### src/rtl/barrett_pkg.sv
// Shared definitions for the Barrett multiplier sequencer: FSM states and
// default digit geometry (n=8, m=4).
package barrett_pkg;

  localparam int N_W   = 8;
  localparam int M_W   = 4;
  localparam int D     = N_W / M_W + 1;
  localparam int CNT_W = $clog2(D + 1);

  typedef enum logic [2:0] {
    IDLE  = 3'd0,
    CLR   = 3'd1,
    FEED  = 3'd2,
    CORR  = 3'd3,
    CORR2 = 3'd4,
    DONE  = 3'd5
  } state_e;

endpackage

### src/rtl/barrett_mod_corr.sv
// Conditional subtraction of the modulus: returns t - M when t >= M, else t.
// Both sides are compared in n+1 bits so a partially reduced t up to 2^(n+1)-1 is handled.
module barrett_mod_corr #(
  parameter int n = 8
) (
  input  logic [n:0]   t_i,
  input  logic [n-1:0] mod_i,
  output logic [n:0]   t_o
);

  logic [n:0] mod_ext;

  assign mod_ext = {1'b0, mod_i};

  always_comb begin
    t_o = t_i;
    if (t_i >= mod_ext) t_o = t_i - mod_ext;
  end

endmodule

### src/rtl/barrett_seq_ctrl.sv
// Sequencer and result stage for the digit-serial Barrett core: feeds B as m-bit digits
// MSB-first behind a leading zero, then reduces the core's Z. Optional macro BARRETT_DOUBLE_CORR_EN.
module barrett_seq_ctrl
  import barrett_pkg::*;
#(
  parameter int n = N_W,
  parameter int m = M_W
) (
  input  logic           CLK,
  input  logic           RST,
  input  logic           in_valid,
  output logic           in_ready,
  input  logic [n-1:0]   a_in,
  input  logic [n-1:0]   b_in,
  input  logic [n-1:0]   m_in,
  input  logic [m+4:0]   mu_in,
  output logic           core_rst,
  output logic           core_carry_add,
  output logic           core_carry_sub,
  output logic [n-1:0]   core_x,
  output logic [m-1:0]   core_y_i,
  output logic [n-1:0]   core_m,
  output logic [m+4:0]   core_mu,
  input  logic [n:0]     core_z,
  output logic           out_valid,
  input  logic           out_ready,
  output logic [n-1:0]   z_out
);

  localparam int DIG = n / m + 1;
  localparam int CW  = $clog2(DIG + 1);

  state_e          state_q, state_d;
  logic [CW-1:0]   cnt_q, cnt_d;
  logic [n-1:0]    x_q, x_d;
  logic [n-1:0]    b_q, b_d;
  logic [n-1:0]    mod_q, mod_d;
  logic [m+4:0]    mu_q, mu_d;
  logic [n-1:0]    z_q, z_d;
  logic [n:0]      corr1_t;

  // Counter value DIG-1 matches no digit index, which yields the leading zero digit.
  function automatic logic [m-1:0] pick_digit(input logic [n-1:0] b, input logic [CW-1:0] k);
    pick_digit = '0;
    for (int i = 0; i < n / m; i++) begin
      if (k == CW'(i)) pick_digit = b[i*m +: m];
    end
  endfunction

  barrett_mod_corr #(.n(n)) u_corr1 (
    .t_i   (core_z),
    .mod_i (mod_q),
    .t_o   (corr1_t)
  );

`ifdef BARRETT_DOUBLE_CORR_EN
  logic [n:0] t1_q, t1_d;
  logic [n:0] corr2_t;

  barrett_mod_corr #(.n(n)) u_corr2 (
    .t_i   (t1_q),
    .mod_i (mod_q),
    .t_o   (corr2_t)
  );
`else
  logic corr_msb_unused;
  assign corr_msb_unused = corr1_t[n];
`endif

  always_ff @(posedge CLK) begin
    if (!RST) state_q <= IDLE;
    else      state_q <= state_d;
  end

  always_comb begin
    state_d = state_q;
    case (state_q)
      IDLE:    if (in_valid) state_d = CLR;
      CLR:     state_d = FEED;
      FEED:    if (cnt_q == '0) state_d = CORR;
`ifdef BARRETT_DOUBLE_CORR_EN
      CORR:    state_d = CORR2;
`else
      CORR:    state_d = DONE;
`endif
      CORR2:   state_d = DONE;
      DONE:    if (out_ready) state_d = IDLE;
      default: state_d = IDLE;
    endcase
  end

  always_comb begin
    cnt_d = cnt_q;
    x_d   = x_q;
    b_d   = b_q;
    mod_d = mod_q;
    mu_d  = mu_q;
    z_d   = z_q;
`ifdef BARRETT_DOUBLE_CORR_EN
    t1_d  = t1_q;
`endif
    case (state_q)
      IDLE: begin
        if (in_valid) begin
          x_d   = a_in;
          b_d   = b_in;
          mod_d = m_in;
          mu_d  = mu_in;
          cnt_d = CW'(DIG - 1);
        end
      end
      FEED: if (cnt_q != '0) cnt_d = cnt_q - CW'(1);
`ifdef BARRETT_DOUBLE_CORR_EN
      CORR:  t1_d = corr1_t;
      CORR2: z_d  = corr2_t[n-1:0];
`else
      CORR:  z_d  = corr1_t[n-1:0];
`endif
      default: ;
    endcase
  end

  // Operands and result are cleared on reset so an aborted product leaves nothing behind.
  always_ff @(posedge CLK) begin
    if (!RST) begin
      cnt_q <= '0;
      x_q   <= '0;
      b_q   <= '0;
      mod_q <= '0;
      mu_q  <= '0;
      z_q   <= '0;
`ifdef BARRETT_DOUBLE_CORR_EN
      t1_q  <= '0;
`endif
    end else begin
      cnt_q <= cnt_d;
      x_q   <= x_d;
      b_q   <= b_d;
      mod_q <= mod_d;
      mu_q  <= mu_d;
      z_q   <= z_d;
`ifdef BARRETT_DOUBLE_CORR_EN
      t1_q  <= t1_d;
`endif
    end
  end

  always_comb begin
    in_ready  = 1'b0;
    out_valid = 1'b0;
    core_y_i  = '0;
    case (state_q)
      IDLE:    in_ready  = 1'b1;
      FEED:    core_y_i  = pick_digit(b_q, cnt_q);
      DONE:    out_valid = 1'b1;
      default: ;
    endcase
  end

  assign core_rst       = RST & (state_q != CLR);
  assign core_carry_add = 1'b0;
  assign core_carry_sub = 1'b1;
  assign core_x         = x_q;
  assign core_m         = mod_q;
  assign core_mu        = mu_q;
  assign z_out          = z_q;

endmodule

### config.mk
export PLATFORM = sky130hd
export DESIGN_NAME = barrett_seq_ctrl
export DESIGN_NICKNAME = d
export VERILOG_FILES = /design/src/rtl/barrett_pkg.sv /design/src/rtl/barrett_mod_corr.sv /design/src/rtl/barrett_seq_ctrl.sv
export SDC_FILE = /design/constraint.sdc
export NUM_CORES = 1
export LEC_CHECK = 0
export ABC_AREA = 1
export BUFFER_PORTS_ARGS = -buffer_cell sky130_fd_sc_hd__clkbuf_2
export CELL_PAD_IN_SITES_DETAIL_PLACEMENT = 1
export CELL_PAD_IN_SITES_GLOBAL_PLACEMENT = 2
export CORE_AREA = 3 3 107 109
export CTS_CLUSTER_SIZE = 16
export DETAILED_ROUTE_END_ITERATION = 10
export DIE_AREA = 0 0 110 112
export GPL_TIMING_DRIVEN = 0
export HOLD_SLACK_MARGIN = 0.12
export PLACE_DENSITY = 0.75
export SLEW_MARGIN = 20
export SYNTH_ARGS = -nofsm -noshare
export SYNTH_HDL_FRONTEND = slang
export SYNTH_SLANG_ARGS = --single-unit
export TNS_END_PERCENT = 100
### constraint.sdc
create_clock -name CLK -period 1.5 [get_ports CLK]
set_clock_uncertainty 0.05 [all_clocks]
set_input_delay 0.15 -clock CLK [delete_from_list [all_inputs] [get_ports CLK]]
set_output_delay 0.15 -clock CLK [all_outputs]
set_load 0.05 [all_outputs]
== After elaboration in Yosys (flattened, before gate mapping) ==
Index checks and enable logic that the tools add are counted.

* Bits in registers: 46
* Bits of input ports: 46
* Output and inout port bits: 42
* Logic and storage cells: 43

* Add/subtract/negate cells: 2
* Magnitude comparators: 1
* Equality and inequality tests: 11
* Mux-type cells: 13
* Bitwise operators: 1
* Reduce and logical (&&, ||, !) cells: 8

{| class="wikitable"
|+ Operators by type and width
! kind !! count
|-
| 3-bit one-hot mux with 5 select lines || 1
|-
| 4-bit two-way mux || 3
|-
| 9-bit by 8-bit greater-or-equal comparator with 1-bit output || 1
|-
| 3-bit two-way mux || 3
|-
| 8-bit two-way mux || 1
|-
| 2-bit != test (second input constant) || 4
|-
| 8-bit subtractor || 1
|-
| 3-bit by 2-bit == test with 1-bit output (second input constant) || 2
|-
| 3-bit == test (second input constant) || 2
|-
| 3-bit AND reduction || 2
|-
| 2-bit two-way mux || 2
|-
| 2-bit one-hot mux with 2 select lines || 1
|-
| 2-bit nonzero test || 2
|-
| 3-bit by 1-bit == test with 1-bit output (second input constant) || 1
|-
| 3-bit logical NOT || 1
|-
| 3-bit by 1-bit != test with 1-bit output (second input constant) || 1
|-
| 2-bit by 1-bit == test with 1-bit output (second input constant) || 1
|-
| 2-bit logical NOT || 1
|-
| 1-bit two-way mux || 2
|-
| 2-bit AND reduction || 1
|-
| 2-bit OR reduction || 1
|-
| 2-bit by 1-bit subtractor with 2-bit output (second input constant) || 1
|-
| 1-bit bitwise AND || 1
|}

== Depth between registers and ports, before layout ==
* Depth in word-level cells: 4
* Mapped depth: 13

== Hierarchy ==
A second synthesis with hierarchy kept.

* Cell total of the unflattened synthesis: 370
* Area, all modules: 2678.8 µm²

{| class="wikitable"
|+ Modules (own cells, without submodules)
! module !! instances !! cells an instance !! area an instance (µm²) !! seq. area each (µm²)
|-
| barrett_seq_ctrl || 1 || 244 || 2001.9 || 920.9
|-
| barrett_mod_corr || 1 || 126 || 676.9 || 0.0
|}

== Least setup slack after synthesis ==
No wires, ideal clock.

* Path kind: register -> output
* Start: register cnt_q[1]
* End: output port core_y_i[0]
* Arrival: 1969 ps
* Data required time: 1300 ps
* Path slack: -669 ps
* Stages on the path, launching flop included: 6
* Path buffers: 1
* Cells stage by stage: dfxtp_1 inv_1 ha_1 buf_1 a21oi_1 a211oi_1

* Cells in the longest elaborated chain, start to end: 4

{| class="wikitable"
|+ Ends and longest elaborated chain
! item !! line !! source
|-
| start: declaration || barrett_seq_ctrl.sv:34 || <nowiki>logic [CW-1:0] cnt_q, cnt_d;</nowiki>
|-
| start signal: assignment || barrett_seq_ctrl.sv:136 || <nowiki>cnt_q <= cnt_d;</nowiki>
|-
| 2-bit logical NOT || barrett_seq_ctrl.sv:46 || <nowiki>if (k == CW'(i)) pick_digit = b[i*m +: m];</nowiki>
|-
| 4-bit two-way mux || barrett_seq_ctrl.sv:46 ||
|-
| 4-bit two-way mux (*) || barrett_seq_ctrl.sv:46 ||
|-
| 4-bit two-way mux (*) || barrett_seq_ctrl.sv:152 || <nowiki>case (state_q)</nowiki>
|-
| end: declaration || barrett_seq_ctrl.sv:21 || <nowiki>output logic [m-1:0] core_y_i,</nowiki>
|}

Mark *: on every way between the ends. The rest lies on a longest branch, timed or not.

== Worst setup path after layout ==
* Start: register mod_q[0] (netlist: core_m[0])
* End: register z_q[6] (netlist: z_out[6])

* Cells in the longest elaborated chain, start to end: 2

{| class="wikitable"
|+ Ends and longest elaborated chain
! item !! line !! source
|-
| start: declaration || barrett_seq_ctrl.sv:37 || <nowiki>logic [n-1:0] mod_q, mod_d;</nowiki>
|-
| start signal: assignment || barrett_seq_ctrl.sv:139 || <nowiki>mod_q <= mod_d;</nowiki>
|-
| 8-bit subtractor or 9-bit by 8-bit greater-or-equal comparator with 1-bit output (tied branches) || barrett_mod_corr.sv:17 || <nowiki>if (t_i >= mod_ext) t_o = t_i - mod_ext;</nowiki>
|-
| 8-bit two-way mux (*) || barrett_mod_corr.sv:17 ||
|-
| end signal: assignment || barrett_seq_ctrl.sv:141 || <nowiki>z_q <= z_d;</nowiki>
|-
| end: declaration || barrett_seq_ctrl.sv:39 || <nowiki>logic [n-1:0] z_q, z_d;</nowiki>
|}

Marks and branches as above.
A chain may end at the register's enable or synchronous reset.

==> impl_metrics.yaml <==
outcome:
  run_status: "finished, violations left"
  violations_in_the_final_reports: "setup timing"
routing:
  routed_via_density: 4.41
  wl_um: 9300
  route.detailed.wl_per_inst_um: 14.6
  detail_route.iter0.violations: 51
  drc: 0
  drt_first_pass_iters: 4
  via_count: 2802
  drtAntennaViolNets: 0
layout:
  nFillCells: 1308
  post_layout_nonfiller_instances: 635
  sequential_cell_area_um2: 962
  drive_above_1_share_pct: 46.3
  final_nets: 551
  commonest_non_fill_non_tap_cells_in_the_layout: "clkbuf_2, nand2_1, a21oi_1, dlygate4sd3_1, dfxtp_1"
  multi_input_comb_area_um2: 1710
  area_growth_syn_to_layout_pct: 77.7
  layout_commonest_cell: "clkbuf_2"
  antenna_cells: 0
placed_design:
  dp_hpwl_um: 6330
  dp.cells: 568
  dp_slack_ps: -308
  port_buffers: 84
  place_congestion: 0.795
clocking:
  clock_transition_time_at_the_flip_flop_clock_pins_of_the_worst_setup_and_hold_paths_ps: 100
  clkSinkCount: 46
  clock_latency_on_the_worst_skew_pair_ps: 310
  cts_inserted_buffers: 5
  cts.htree.levels: 2
  cts_tree: "done"
  cts.root.buffer_cell: "clkbuf_8"
  cts_max_path_buffers: 2
critical_path:
  timing.critical_path.arrival_ps: 1870
  timing.critical_path.fanout_max: 2
  maximum_single_stage_delay_on_the_critical_path_ps: 370
  reg2reg_to: "z_out[6]"
  timing.critical_path.from_type: "flop"
  setup_slack_of_the_worst_register_to_register_path_ps: -230
  type_of_the_worst_setup_path: "reg -> reg"
  cp.required_ps: 1640
  timing.critical_path.cells: "ha_4 -> fa_2 -> nand3b_1 -> nand2_2 -> nand2_2 -> nand2_1 -> nand2_1 -> nand2_1 -> nand2_1 -> nand3_2 -> a21oi_2"
  timing.critical_path.to_type: "flop"
  worstRegToRegCells: 11
  r2r_start: "core_m[0]"
  critical-path-slowest-cell: "dfxtp_4"
  critPathMostFrequentCell: "nand2_1"
die:
  die_h_um: 112
  core_area_um2: 10700
  die-area_um2: 12300
  start_util_pct: 22.7
  pin_count: 88
  die_w_um: 110
  num_rows: 38
grt:
  gr-usage-all-layers_pct: 15.5
  grt_max_degree: 16
  global_route.overflow_total: 0
  grt_antenna_before_repair: 0
  wire_length_of_the_first_global_routing_pass_um: 15000
  first_global_vias: 3038
power_and_ir_drop:
  leakage_nw: 1.87
  ir_drop_v: 0.000422
  fin_total_pwr_mw: 5.54
  cellPowerDensity_nw_per_um2: 1280
job:
  maxCapViolations: 0
yosys:
  ys_dominant_reg_cell: "dfxtp_1"
  synthDominantAreaCellType: "dfxtp_1"
  yosys-top-cells-area: "dfxtp_1, nand2_1, a21oi_1, nand3_1, inv_1"
  synth.distinct_cells: 38
  syn-num-nets: 401
  syn_area_um2: 2430
  number_of_synthesized_flops_with_an_enable_pin: 0
  postSynth.asyncResetShare_pct: 0
  yosysSeqAreaShare_pct: 37.8
  postSynthAreaPerCell_um2: 7.07
  flip_flop_and_latch_count_after_synthesis: 46
  synth_top_cell_area_share_pct: 37.8
  synthesis.instances: 344
  ys_warn_count: 0
sta:
  setup_ws_ps: -230
  relative_max_transition_margin_pct: 64.2
  totalNegativeSetupSlack_ps: -2000
  min_period_over_period_pct: 115
  rsz_0062_raised_after_global_routing: "true"
  report.final.slew_viol_count: 0
  worstMarginPinSlew_ps: 537
  period_needed_ps: 1730
  setup_viol: 12
  hold_viol: 0
  worst_hold_slack_ps: 149
  timing.fmax_mhz: 578
min_path:
  min_delay_worst_endpoint: "core_m[5]"
  worstHoldPathType: "in -> reg"
  timing.hold.worst.start: "RST"
  worst_hold_path.num_cells: 3
registers in the layout, summed over array words and instances, names as in the netlist:
signal   flops
b_q          8
cnt_q        2
core_m       8
core_mu      9
core_x       8
state_q      3
z_out        8
worst max-delay path by stage:
| stage | startpoint | endpoint | slack [ps] | depth (start not counted) |
|---|---|---|---|---|
| final | core_m[0] | z_out[6] | -230 | 11 |
| after global routing | core_m[0] | z_out[6] | -360 | 10 |
| after CTS | state_q[2] | core_y_i[0] | -240 | 5 |
| after detailed placement | core_m[4] | z_out[7] | -310 | 11 |
| after global placement | core_m[1] | z_out[7] | -290 | 11 |
| after floorplan | core_m[7] | z_out[7] | -180 | 11 |
through the flow:
step | util [%] | area (µm²)
finish | 40.4 | 4320
floorplan | - | 2690
global placement | 30.7 | 3290
detailed placement | 30.7 | 3290
CTS | 39.2 | 4190
global route | 40.4 | 4320
where the power goes:
group	switching [mW]	internal, mW	total, mW
clock	0.461	0.329	0.790
sequential	0.171	1.45	1.62
combinational	1.92	1.21	3.13
total	2.55	2.99	5.54
final cells by class:
cell class | instances | area share [%]
Multi-Input combinational cell | 233 | 39.6
Timing Repair Buffer | 144 | 24.5
Sequential cell | 46 | 22.3
Inverter | 47 | 4.60
Tap cell | 140 | 4.05
Buffer | 17 | 2.92
Clock buffer | 5 | 1.59
Clock inverter | 3 | 0.492
Yosys cell counts, types with 3 or more instances:
cell type	n
nand3_2	3
buf_2	6
nand3_1	38
nor2_1	19
a211oi_1	4
inv_1	44
buf_4	3
clkbuf_1	7
ha_1	10
inv_2	3
o21ai_1	3
nand2_1	73
dfxtp_1	46
o21ai_0	10
a21oi_1	43
worst max-delay path, delay by kind of cell, from the launching register on:
kind            cells  cell delay (ps)
fa+ha+maj           2              500
compound gates      1               50
flops               1              370
simple gates        8              630
metal layers:
metal,global-route usage (%),part of all wire (%)
met4,3.66,0.58
met3,2.20,2.9
met5,0,0
met1,18.8,42
met2,28.4,54
kinds of logic (layout without fill, tap and decap cells):
kind of cell	count (synthesis)	in the layout	synth area share, %
compound gates	67	67	15.0
fa+ha+maj	11	11	5.96
flops	46	46	37.8
xor+xnor	4	4	1.44
simple gates	148	149	27.9
buf+inv	66	216	11.6
other cells	2	2	0.309
timing repair:
| item | in CTS | in global routing |
|---|---|---|
| setup endpoints to repair | 49 | 50 |
| pin swaps | 22 | 18 |
| buffers inserted | 20 | 4 |
| hold buffers | 35 | 0 |
| resized for setup | 79 | 40 |
| hold endpoints to repair | 34 | 0 |
| gates cloned | 2 | 0 |
No activity file was read; power rests on OpenSTA's default activity.
